[config.mk]
export PLATFORM = sky130hd
export DESIGN_NAME = audio_frame_sequencer
export DESIGN_NICKNAME = d
export VERILOG_FILES = /design/src/rtl/audio_seq_pkg.sv /design/src/rtl/audio_frame_sequencer_stereo_out_hold.sv /design/src/rtl/audio_frame_sequencer.sv
export SDC_FILE = /design/constraint.sdc
export NUM_CORES = 1
export LEC_CHECK = 0
export CELL_PAD_IN_SITES_DETAIL_PLACEMENT = 0
export CELL_PAD_IN_SITES_GLOBAL_PLACEMENT = 2
export CORE_MARGIN = 3
export CORE_UTILIZATION = 31
export CTS_CLUSTER_SIZE = 30
export DETAILED_ROUTE_END_ITERATION = 10
export GPL_ROUTABILITY_DRIVEN = 0
export HOLD_SLACK_MARGIN = 0.02
export PLACE_DENSITY_LB_ADDON = 0.1
export SLEW_MARGIN = 20
export SYNTH_ARGS = -nofsm -noshare
export SYNTH_HDL_FRONTEND = slang
export SYNTH_SLANG_ARGS = --single-unit
[constraint.sdc]
create_clock -name clk -period 3.79 [get_ports clk]
set_clock_uncertainty 0.1 [all_clocks]
set_input_delay 1.137 -clock clk [delete_from_list [all_inputs] [get_ports clk]]
set_output_delay 1.137 -clock clk [all_outputs]
set_load 0.02 [all_outputs]
[src/rtl/audio_seq_pkg.sv]
// Shared types and constants for the audio frame sequencer.
package audio_seq_pkg;

    localparam int DEFAULT_DATA_W = 16;

    typedef enum logic [1:0] {
        COLLECT = 2'd0,
        PROC    = 2'd1,
        EMIT    = 2'd2
    } state_t;

    typedef logic signed [DEFAULT_DATA_W-1:0] sample_t;

    typedef struct packed {
        sample_t l;
        sample_t r;
    } stereo_t;

endpackage : audio_seq_pkg

[src/rtl/audio_frame_sequencer_stereo_out_hold.sv]
// Dual-channel output hold register. Each channel presents its sample until
// its own ready retires it; both_done_o pulses combinationally in the cycle
// the last outstanding channel retires.
module stereo_out_hold #(
    parameter int DATA_W = 16
) (
    input  logic              clk_i,
    input  logic              reset_i,
    input  logic              load_i,
    input  logic [DATA_W-1:0] load_l_i,
    input  logic [DATA_W-1:0] load_r_i,
    output logic [DATA_W-1:0] l_data_o,
    output logic              l_valid_o,
    input  logic              l_ready_i,
    output logic [DATA_W-1:0] r_data_o,
    output logic              r_valid_o,
    input  logic              r_ready_i,
    output logic              both_done_o
);

    logic [DATA_W-1:0] l_data_q, l_data_d;
    logic [DATA_W-1:0] r_data_q, r_data_d;
    logic              l_valid_q, l_valid_d;
    logic              r_valid_q, r_valid_d;

    // Next-state: load both channels together, retire each on its own handshake.
    always_comb begin
        l_data_d  = l_data_q;
        r_data_d  = r_data_q;
        l_valid_d = l_valid_q & ~l_ready_i;
        r_valid_d = r_valid_q & ~r_ready_i;
        if (load_i) begin
            l_data_d  = load_l_i;
            r_data_d  = load_r_i;
            l_valid_d = 1'b1;
            r_valid_d = 1'b1;
        end
    end

    // Output register with synchronous reset.
    always_ff @(posedge clk_i) begin
        if (reset_i) begin
            l_data_q  <= '0;
            r_data_q  <= '0;
            l_valid_q <= 1'b0;
            r_valid_q <= 1'b0;
        end else begin
            l_data_q  <= l_data_d;
            r_data_q  <= r_data_d;
            l_valid_q <= l_valid_d;
            r_valid_q <= r_valid_d;
        end
    end

    assign l_data_o    = l_data_q;
    assign r_data_o    = r_data_q;
    assign l_valid_o   = l_valid_q;
    assign r_valid_o   = r_valid_q;
    assign both_done_o = (l_valid_q | r_valid_q) & ~l_valid_d & ~r_valid_d & ~load_i;

endmodule : stereo_out_hold

[src/rtl/audio_frame_sequencer.sv]
// Audio frame sequencer: pairs left/right ADC samples into a frame, optionally
// routes it through an external processing core with a timeout fallback to the
// dry frame, and presents the result to both DAC sinks.
// Optional feature macro: MONO_MIX_EN (mix the captured frame down to mono).
module audio_frame_sequencer
    import audio_seq_pkg::*;
#(
    parameter int DATA_W       = DEFAULT_DATA_W,
    parameter int PROC_TIMEOUT = 1024,
    parameter int CNT_W        = 8
) (
    input  logic              clk,
    input  logic              reset,
    input  logic [DATA_W-1:0] left_in_data,
    input  logic              left_in_valid,
    output logic              left_in_ready,
    input  logic [DATA_W-1:0] right_in_data,
    input  logic              right_in_valid,
    output logic              right_in_ready,
    output logic              proc_req,
    output logic [DATA_W-1:0] proc_left,
    output logic [DATA_W-1:0] proc_right,
    input  logic              proc_ack,
    input  logic [DATA_W-1:0] proc_left_res,
    input  logic [DATA_W-1:0] proc_right_res,
    output logic [DATA_W-1:0] left_out_data,
    output logic              left_out_valid,
    input  logic              left_out_ready,
    output logic [DATA_W-1:0] right_out_data,
    output logic              right_out_valid,
    input  logic              right_out_ready,
    input  logic              bypass,
    input  logic              clear_status,
    output logic              timeout_flag,
    output logic [CNT_W-1:0]  timeout_count
);

    localparam int TMR_W = (PROC_TIMEOUT > 1) ? $clog2(PROC_TIMEOUT) : 1;
    localparam logic [TMR_W-1:0] TMR_LAST = TMR_W'(PROC_TIMEOUT - 1);

    state_t            state_q, state_d;
    logic              have_l_q, have_l_d;
    logic              have_r_q, have_r_d;
    logic [DATA_W-1:0] cap_l_q, cap_l_d;
    logic [DATA_W-1:0] cap_r_q, cap_r_d;
    logic              lrdy_q, lrdy_d;
    logic              rrdy_q, rrdy_d;
    logic              preq_q, preq_d;
    logic [DATA_W-1:0] pl_q, pl_d;
    logic [DATA_W-1:0] pr_q, pr_d;
    logic [TMR_W-1:0]  timer_q, timer_d;
    logic              flag_q, flag_d;
    logic [CNT_W-1:0]  cnt_q, cnt_d;

    logic              load;
    logic [DATA_W-1:0] load_l, load_r;
    logic [DATA_W-1:0] dry_l, dry_r;
    logic              both_done;

    // Dry-frame formation from the frame as it stands after this cycle's captures.
    always_comb begin
`ifdef MONO_MIX_EN
        logic [DATA_W:0] sum;
        sum   = {cap_l_d[DATA_W-1], cap_l_d} + {cap_r_d[DATA_W-1], cap_r_d};
        dry_l = sum[DATA_W:1];
        dry_r = sum[DATA_W:1];
`else
        dry_l = cap_l_d;
        dry_r = cap_r_d;
`endif
    end

    // Sequencer next-state, handshake and status logic.
    always_comb begin
        state_d  = state_q;
        have_l_d = have_l_q;
        have_r_d = have_r_q;
        cap_l_d  = cap_l_q;
        cap_r_d  = cap_r_q;
        preq_d   = preq_q;
        pl_d     = pl_q;
        pr_d     = pr_q;
        timer_d  = timer_q;
        flag_d   = flag_q;
        cnt_d    = cnt_q;
        load     = 1'b0;
        load_l   = '0;
        load_r   = '0;

        case (state_q)
            COLLECT: begin
                if (left_in_valid && lrdy_q) begin
                    cap_l_d  = left_in_data;
                    have_l_d = 1'b1;
                end
                if (right_in_valid && rrdy_q) begin
                    cap_r_d  = right_in_data;
                    have_r_d = 1'b1;
                end
                if (have_l_d && have_r_d) begin
                    if (bypass) begin
                        load    = 1'b1;
                        load_l  = dry_l;
                        load_r  = dry_r;
                        state_d = EMIT;
                    end else begin
                        preq_d  = 1'b1;
                        pl_d    = dry_l;
                        pr_d    = dry_r;
                        timer_d = '0;
                        state_d = PROC;
                    end
                end
            end
            PROC: begin
                if (proc_ack) begin
                    load    = 1'b1;
                    load_l  = proc_left_res;
                    load_r  = proc_right_res;
                    preq_d  = 1'b0;
                    state_d = EMIT;
                end else if (timer_q == TMR_LAST) begin
                    // The held operands are the dry frame, so they double as the fallback output.
                    load    = 1'b1;
                    load_l  = pl_q;
                    load_r  = pr_q;
                    preq_d  = 1'b0;
                    flag_d  = 1'b1;
                    if (cnt_q != '1) begin
                        cnt_d = cnt_q + 1'b1;
                    end
                    state_d = EMIT;
                end else begin
                    timer_d = timer_q + TMR_W'(1);
                end
            end
            EMIT: begin
                if (both_done) begin
                    have_l_d = 1'b0;
                    have_r_d = 1'b0;
                    state_d  = COLLECT;
                end
            end
            default: begin
                state_d = COLLECT;
            end
        endcase

        if (clear_status) begin
            flag_d = 1'b0;
            cnt_d  = '0;
        end

        lrdy_d = (state_d == COLLECT) && !have_l_d;
        rrdy_d = (state_d == COLLECT) && !have_r_d;
    end

    // State and datapath registers with synchronous reset.
    always_ff @(posedge clk) begin
        if (reset) begin
            state_q  <= COLLECT;
            have_l_q <= 1'b0;
            have_r_q <= 1'b0;
            cap_l_q  <= '0;
            cap_r_q  <= '0;
            lrdy_q   <= 1'b0;
            rrdy_q   <= 1'b0;
            preq_q   <= 1'b0;
            pl_q     <= '0;
            pr_q     <= '0;
            timer_q  <= '0;
            flag_q   <= 1'b0;
            cnt_q    <= '0;
        end else begin
            state_q  <= state_d;
            have_l_q <= have_l_d;
            have_r_q <= have_r_d;
            cap_l_q  <= cap_l_d;
            cap_r_q  <= cap_r_d;
            lrdy_q   <= lrdy_d;
            rrdy_q   <= rrdy_d;
            preq_q   <= preq_d;
            pl_q     <= pl_d;
            pr_q     <= pr_d;
            timer_q  <= timer_d;
            flag_q   <= flag_d;
            cnt_q    <= cnt_d;
        end
    end

    stereo_out_hold #(
        .DATA_W (DATA_W)
    ) u_out_hold (
        .clk_i       (clk),
        .reset_i     (reset),
        .load_i      (load),
        .load_l_i    (load_l),
        .load_r_i    (load_r),
        .l_data_o    (left_out_data),
        .l_valid_o   (left_out_valid),
        .l_ready_i   (left_out_ready),
        .r_data_o    (right_out_data),
        .r_valid_o   (right_out_valid),
        .r_ready_i   (right_out_ready),
        .both_done_o (both_done)
    );

    assign left_in_ready  = lrdy_q;
    assign right_in_ready = rrdy_q;
    assign proc_req       = preq_q;
    assign proc_left      = pl_q;
    assign proc_right     = pr_q;
    assign timeout_flag   = flag_q;
    assign timeout_count  = cnt_q;

endmodule : audio_frame_sequencer

==> results.toml, run 1 <==
[sta]
slew_headroom_pct = 60.4
period_needed_ps = 3050
fin_crit_sh_pct = 80.4
fin_setup_tns_ps = 0
grt_setup_unrepaired = "false"
setup_viol = 0
hold_violations = 0
max_freq_mhz = 328
worst_pin_slew_ps = 593
finalMaxSlewViolations = 0
whs_ps = 375

[setup_path]
r2r-start = "state_q[1]$_SDFF_PP0_"
path_class = "in -> reg"
path_max_fanout = 11
r2r_setup_slack_ps = 1360
required_ps = 4000
worstPathArrival_ps = 3260
timing.rr.end = "state_q[1]$_SDFF_PP0_"
critPathLaunchType = "input port"
reg2reg_depth = 5
worstSetupEndpointType = "flip-flop"

[layout]
drive_gt1_share_pct = 11.6
syn2layout_area_growth_pct = 41.8
fillers = 1729
multi_input_area_sq_um = 2900
fin_area_sq_um = 8120
instances_no_fill = 1006
fin_nets = 838
regArea_sq_um = 2480
final_core_util_pct = 44.9

[synthesis]
ys_types = 46
synth_largest_area_cell = "dfxtp_1"
netlist_area_sq_um = 5730
synth_enable_flop_cells = 0
yosysTopAreaCellShare_pct = 43.3
async_flop_share_pct = 0
synth.area.top_cells = "dfxtp_1 43%, a41oi_2 8.8%, mux2i_1 5.6%, nor2_1 4.8%, a31o_1 4.7%"
yosysSeqAreaShare_pct = 43.3
synth_cells = 627
ys_warn_count = 0
synth.most_common_cell = "dfxtp_1"
syn_area_per_cell_sq_um = 9.14
syn_nets = 702
ys_ff_latch = 124
synth_flop_cell = "dfxtp_1"
synth_common_cells = "124 x dfxtp_1, 74 x nor2_1, 71 x nand2_1, 38 x inv_1, 35 x a211oi_1"

[clock_network]
insertion_delay_ps = 410
clockBufferDepth = 2
cts_tree = "done"
clk_pin_slew_ps = 50
clock-sinks = 124
numCtsBuffers = 17
htreeDepth = 4
cts_hold_buffers = 0
cts_root_buf = "clkbuf_16"
cts_resized = 0
post-cts-setup-buffers = 0

[min_path]
hp-start = "timeout_flag$_SDFFE_PP0P_"
hp-class = "reg -> reg"
worst_hold_path.endpoint = "timeout_flag$_SDFFE_PP0P_"
holdPathStages = 2

[outcome]
status = "finished, final reports clean"

[grt]
grt_pass1_vias = 5245
grt_usage_pct = 17.9
antenna_found_initial = 1
grt_max_degree = 66
grt_pass1_wl_mm = 28.4
grt_remaining_overflow = 0

[power_and_ir_drop]
powerDensity_nw_per_um2 = 469
p_leak_nw = 2.54
peakVddDrop_uv = 322

[route]
wl_mm = 18.0
vias = 5131
wl_per_cell_um = 17.9
drc = 0
antenna_left = 0
drt_iter0_drc = 228
drtPass1Iterations = 5
via_per_inst = 5.10

[placed_design]
io_buffer_count = 150
placed_area_sq_um = 7480
hpwl_mm = 12.0
dp.cells = 973

[floorplan]
rows = 49
ioPinCount = 151
initial_utilization_pct = 31.7
die-width_um = 142
fp.dieArea_sq_um = 20100
core_sq_um = 18100
die_h_um = 142

[flow_run]
maxCapViolCount = 0
-- sequential cells by signal, summed over array words and instances (netlist names), 2 cells and up --
| name | flops |
|---|---|
| timeout_count | 8 |
| proc_left | 16 |
| state_q | 2 |
| cap_l_q | 16 |
| cap_r_q | 16 |
| u_out_hold.r_data_o | 16 |
| u_out_hold.l_data_o | 16 |
| timer_q | 10 |
| proc_right | 16 |
-- worst max-delay path: stages --
cell             delay (ps)
clkdlybuf4s50_1         480
or3b_1                  410
or3_2                   590
buf_4                   240
and2_1                  170
a221oi_1                230
-- final cells by class --
class                      count  area share, %
multi-input combinational    415           35.7
sequential                   124           30.6
timing repair buffer         167           20.5
clock buffer                  20           5.62
tap                          229           3.53
clock inverter                12           2.29
inverter                      38           1.76
antenna                        1         0.0308
-- worst max path at each step --
stage                                                      to  slack, ps  depth (start not counted)      from
final                                   state_q[1]$_SDFF_PP0_        740                          6    bypass
after global routing            timeout_count[5]$_SDFFE_PP0P_        640                          5  proc_ack
after CTS                 u_out_hold.l_data_o[2]$_SDFFE_PP0P_        750                          6    bypass
after detailed placement  u_out_hold.r_data_o[8]$_SDFFE_PP0P_        330                          6    bypass
after global placement    u_out_hold.r_data_o[8]$_SDFFE_PP0P_        310                          6    bypass
after floorplan           u_out_hold.r_data_o[7]$_SDFFE_PP0P_       1200                          5    bypass
-- per-layer routing --
layer	vias up	part of all wire [%]	GRT usage [%]
met5	-	0.072	0
li1	2509	-	-
met2	130	49	30.7
met4	2	1.5	5.35
met3	21	5.3	5.17
met1	2469	44	21.9
-- where the power goes --
part,internal [W],total (W),leakage (nW),switching (W)
Combinational,0.000298,0.000607,1.23,0.000309
Clock,0.00114,0.00176,0.303,0.000617
Sequential,0.00139,0.00144,1.01,0.0000546
Total,0.00283,0.00381,2.54,0.000981
-- through the flow --
| step | power, W | setup slack (ps) |
|---|---|---|
| final | 0.00381 | 742 |
| after detailed placement | 0.00209 | 335 |
| after global routing | 0.00398 | 640 |
| after global placement | 0.00207 | 312 |
| after CTS | 0.00387 | 751 |
| after floorplan | 0.00180 | 1200 |
-- logic make-up (layout without fill, tap and decap cells) --
family / after synthesis / in the layout / share of synthesized area, %
AOI/OAI and AO/OA: 146 / 146 / 23.6
adders and majority gates: 2 / 2 / 0.437
buffers and inverters: 88 / 237 / 6.97
DFF: 124 / 124 / 43.3
muxes: 33 / 33 / 5.79
other: 0 / 1 / 0
and+or+nand+nor: 234 / 234 / 19.9
-- cells in the final DEF, fill, tap and decap left out, drive strengths merged, types with 6 or more instances in the layout --
cell / instances
clkbuf: 20
o21ai: 8
nor2: 74
nand2b: 34
o31ai: 8
inv: 40
a211oi: 35
or3: 9
a31o: 31
dfxtp: 124
mux2i: 32
nand4: 6
nand2: 72
a41oi: 33
a21oi: 23
clkdlybuf4s50: 149
nand3: 10
buf: 18
Power figures use the tool's default switching activity.
==> run 2: changes to the inputs <==
Settings changed: CORE_UTILIZATION 31 to 29.
Clock period 3.79 ns to 3 ns, I/O delays scaled along.
==> run 2 against run 1 <==
Net effect:
- clock power grew 20%
- utilization fell by 1.4 points
- worst setup slack worse by 390 ps
- non-clock buffer count increased by 8
- sequential power increased by 26%
- highest routed layer is now met4
- count of clock-buffer cells in the layout is 1 lower
- hold slack better by 4.2 ps
- cell count is 3.8% higher
- wire length up 3.3%
- flip-flop and latch count stayed put
- register-to-register slack worse by 640 ps
==> results.toml, run 2 (same netlist as run 1, synthesis figures left out) <==
[placed_design]
hpwl_mm = 12.7
io_buffer_count = 150
place_worst_setup_slack_ps = -45.0
dp.cells = 1012

[clock_network]
insertion_delay_ps = 410
htreeDepth = 4
clockBufferDepth = 2
cts_hold_buffers = 0
clk_pin_slew_ps = 50
numCtsBuffers = 17
cts_resized = 0
post-cts-setup-buffers = 0
clock-sinks = 124
cts_tree = "done"
cts_root_buf = "clkbuf_16"

[setup_path]
crit_chain = "clkdlybuf4s50_1 > or3b_1 > or3_2 > buf_12 > a31o_1 > a41oi_2"
worstSetupEndpointType = "flip-flop"
required_ps = 3220
critPathTopFamily = "simple AND/OR/NAND/NOR gates"
path_max_fanout = 17
path_class = "in -> reg"
slowest_delay_ps = 560
worstPathArrival_ps = 2870
cp_num_buf_inv = 2
critPathLaunchType = "input port"
slowest_stage = "or3_2"

[min_path]
hp-class = "reg -> reg"

[layout]
instances_no_fill = 1044
drive_gt1_share_pct = 12.6
layout_common_cells = "149 x clkdlybuf4s50_1, 124 x dfxtp_1, 74 x nor2_1, 71 x nand2_1, 38 x inv_1"
fin_nets = 846
antenna_cells = 0
layout_commonest_cell = "clkdlybuf4s50_1"
syn2layout_area_growth_pct = 45.1

[route]
via_per_inst = 4.87
wl_mm = 18.6
drtPass1Iterations = 4
drt_iter0_drc = 247
antenna_left = 0
wl_per_cell_um = 17.8
vias = 5083
drc = 0

[sta]
grt_setup_unrepaired = "false"
slew_headroom_pct = 47.3
max_freq_mhz = 378
fin_setup_tns_ps = 0
fin_ws_ps = 356
period_needed_ps = 2640
fin_crit_sh_pct = 88.1
whs_ps = 379
setup_viol = 0
worst_pin_slew_ps = 784
finalMaxSlewViolations = 0
hold_violations = 0

[grt]
grt_pass1_wl_mm = 29.6
grt_usage_pct = 17.4
antenna_found_initial = 0
grt_pass1_vias = 5307
grt_max_degree = 66
grt_remaining_overflow = 0

[power_and_ir_drop]
p_leak_nw = 2.61
combPwrFrac_pct = 16.9
p_int_w = 0.00349
powerDensity_nw_per_um2 = 571
swShare_pct = 26.4
peakVddDrop_uv = 338
seq_power_share_pct = 38.4
clock_power_share_pct = 44.7
p_switching_w = 0.00125

[floorplan]
rows = 50
die-width_um = 147
ioPinCount = 151
die_h_um = 147
fp.dieArea_sq_um = 21500
core_sq_um = 19100
initial_utilization_pct = 30.0

[outcome]
status = "finished, final reports clean"

[flow_run]
maxCapViolCount = 0
run 2: changes by cell type in the layout (fill, tap and decap cells not counted):
cell,previous run,this run
clkbuf_8,2,1
buf_12,3,13
and4_2,0,1
inv_6,2,3
and4_1,5,4
clkinvlp_4,3,4
diode_2,1,0
buf_4,15,13
bufinv_16,4,3
clkinv_4,3,1
clkinv_2,0,2
run 2: worst reg2reg max path, delay by kind of cell, from the launching register on:
kind | cells | cell delay (ps)
flops | 1 | 420
buf+inv | 1 | 190
mux | 1 | 340
fa+ha+maj | 1 | 310
simple gates | 3 | 800
run 2: power groups by stage:
stage	Sequential (W)	Clock [W]	Combinational [W]
after floorplan	0.00192	0	0.000352
after global placement	0.00186	0	0.000799
after detailed placement	0.00186	0	0.000809
after CTS	0.00182	0.00218	0.000813
after global routing	0.00183	0.00226	0.000866
final	0.00182	0.00212	0.000802
run 2: metrics by stage:
step	area, sq um	utilization [%]	total power, W
detailed placement	7700	40.4	0.00267
CTS	8310	43.6	0.00482
finish	8310	43.6	0.00475
global placement	7700	40.4	0.00265
floorplan	5730	-	0.00227
global route	8310	43.6	0.00496
run 2: final timing paths:
kind / from / endpoint / slack, ps / depth (start not counted)
worst max-delay path: bypass / u_out_hold.l_data_o[9]$_SDFFE_PP0P_ / 360 / 6
worst min-delay path: timeout_flag$_SDFFE_PP0P_ / timeout_flag$_SDFFE_PP0P_ / 380 / 2
worst max register to register: timer_q[0]$_SDFFE_PP0P_ / timeout_count[5]$_SDFFE_PP0P_ / 720 / 6
worst min register to register: timeout_flag$_SDFFE_PP0P_ / timeout_flag$_SDFFE_PP0P_ / 380 / 2
run 2: routing by layer:
layer	up-vias	share of wire (%)	GRT usage, %
met5	-	0	0
met4	0	0.81	3.95
met3	10	4.6	4.56
met2	108	49	30.0
met1	2447	46	21.7
li1	2518	-	-
run 2: cell type report:
cell class / count / area, sq um
repair buffers: 175 / 1850
clock buffers: 19 / 443
multi-input cells: 415 / 2900
clock inverters: 13 / 165
fillers: 1869 / 10800
flip-flops and latches: 124 / 2480
inverters: 38 / 143
well taps: 260 / 325
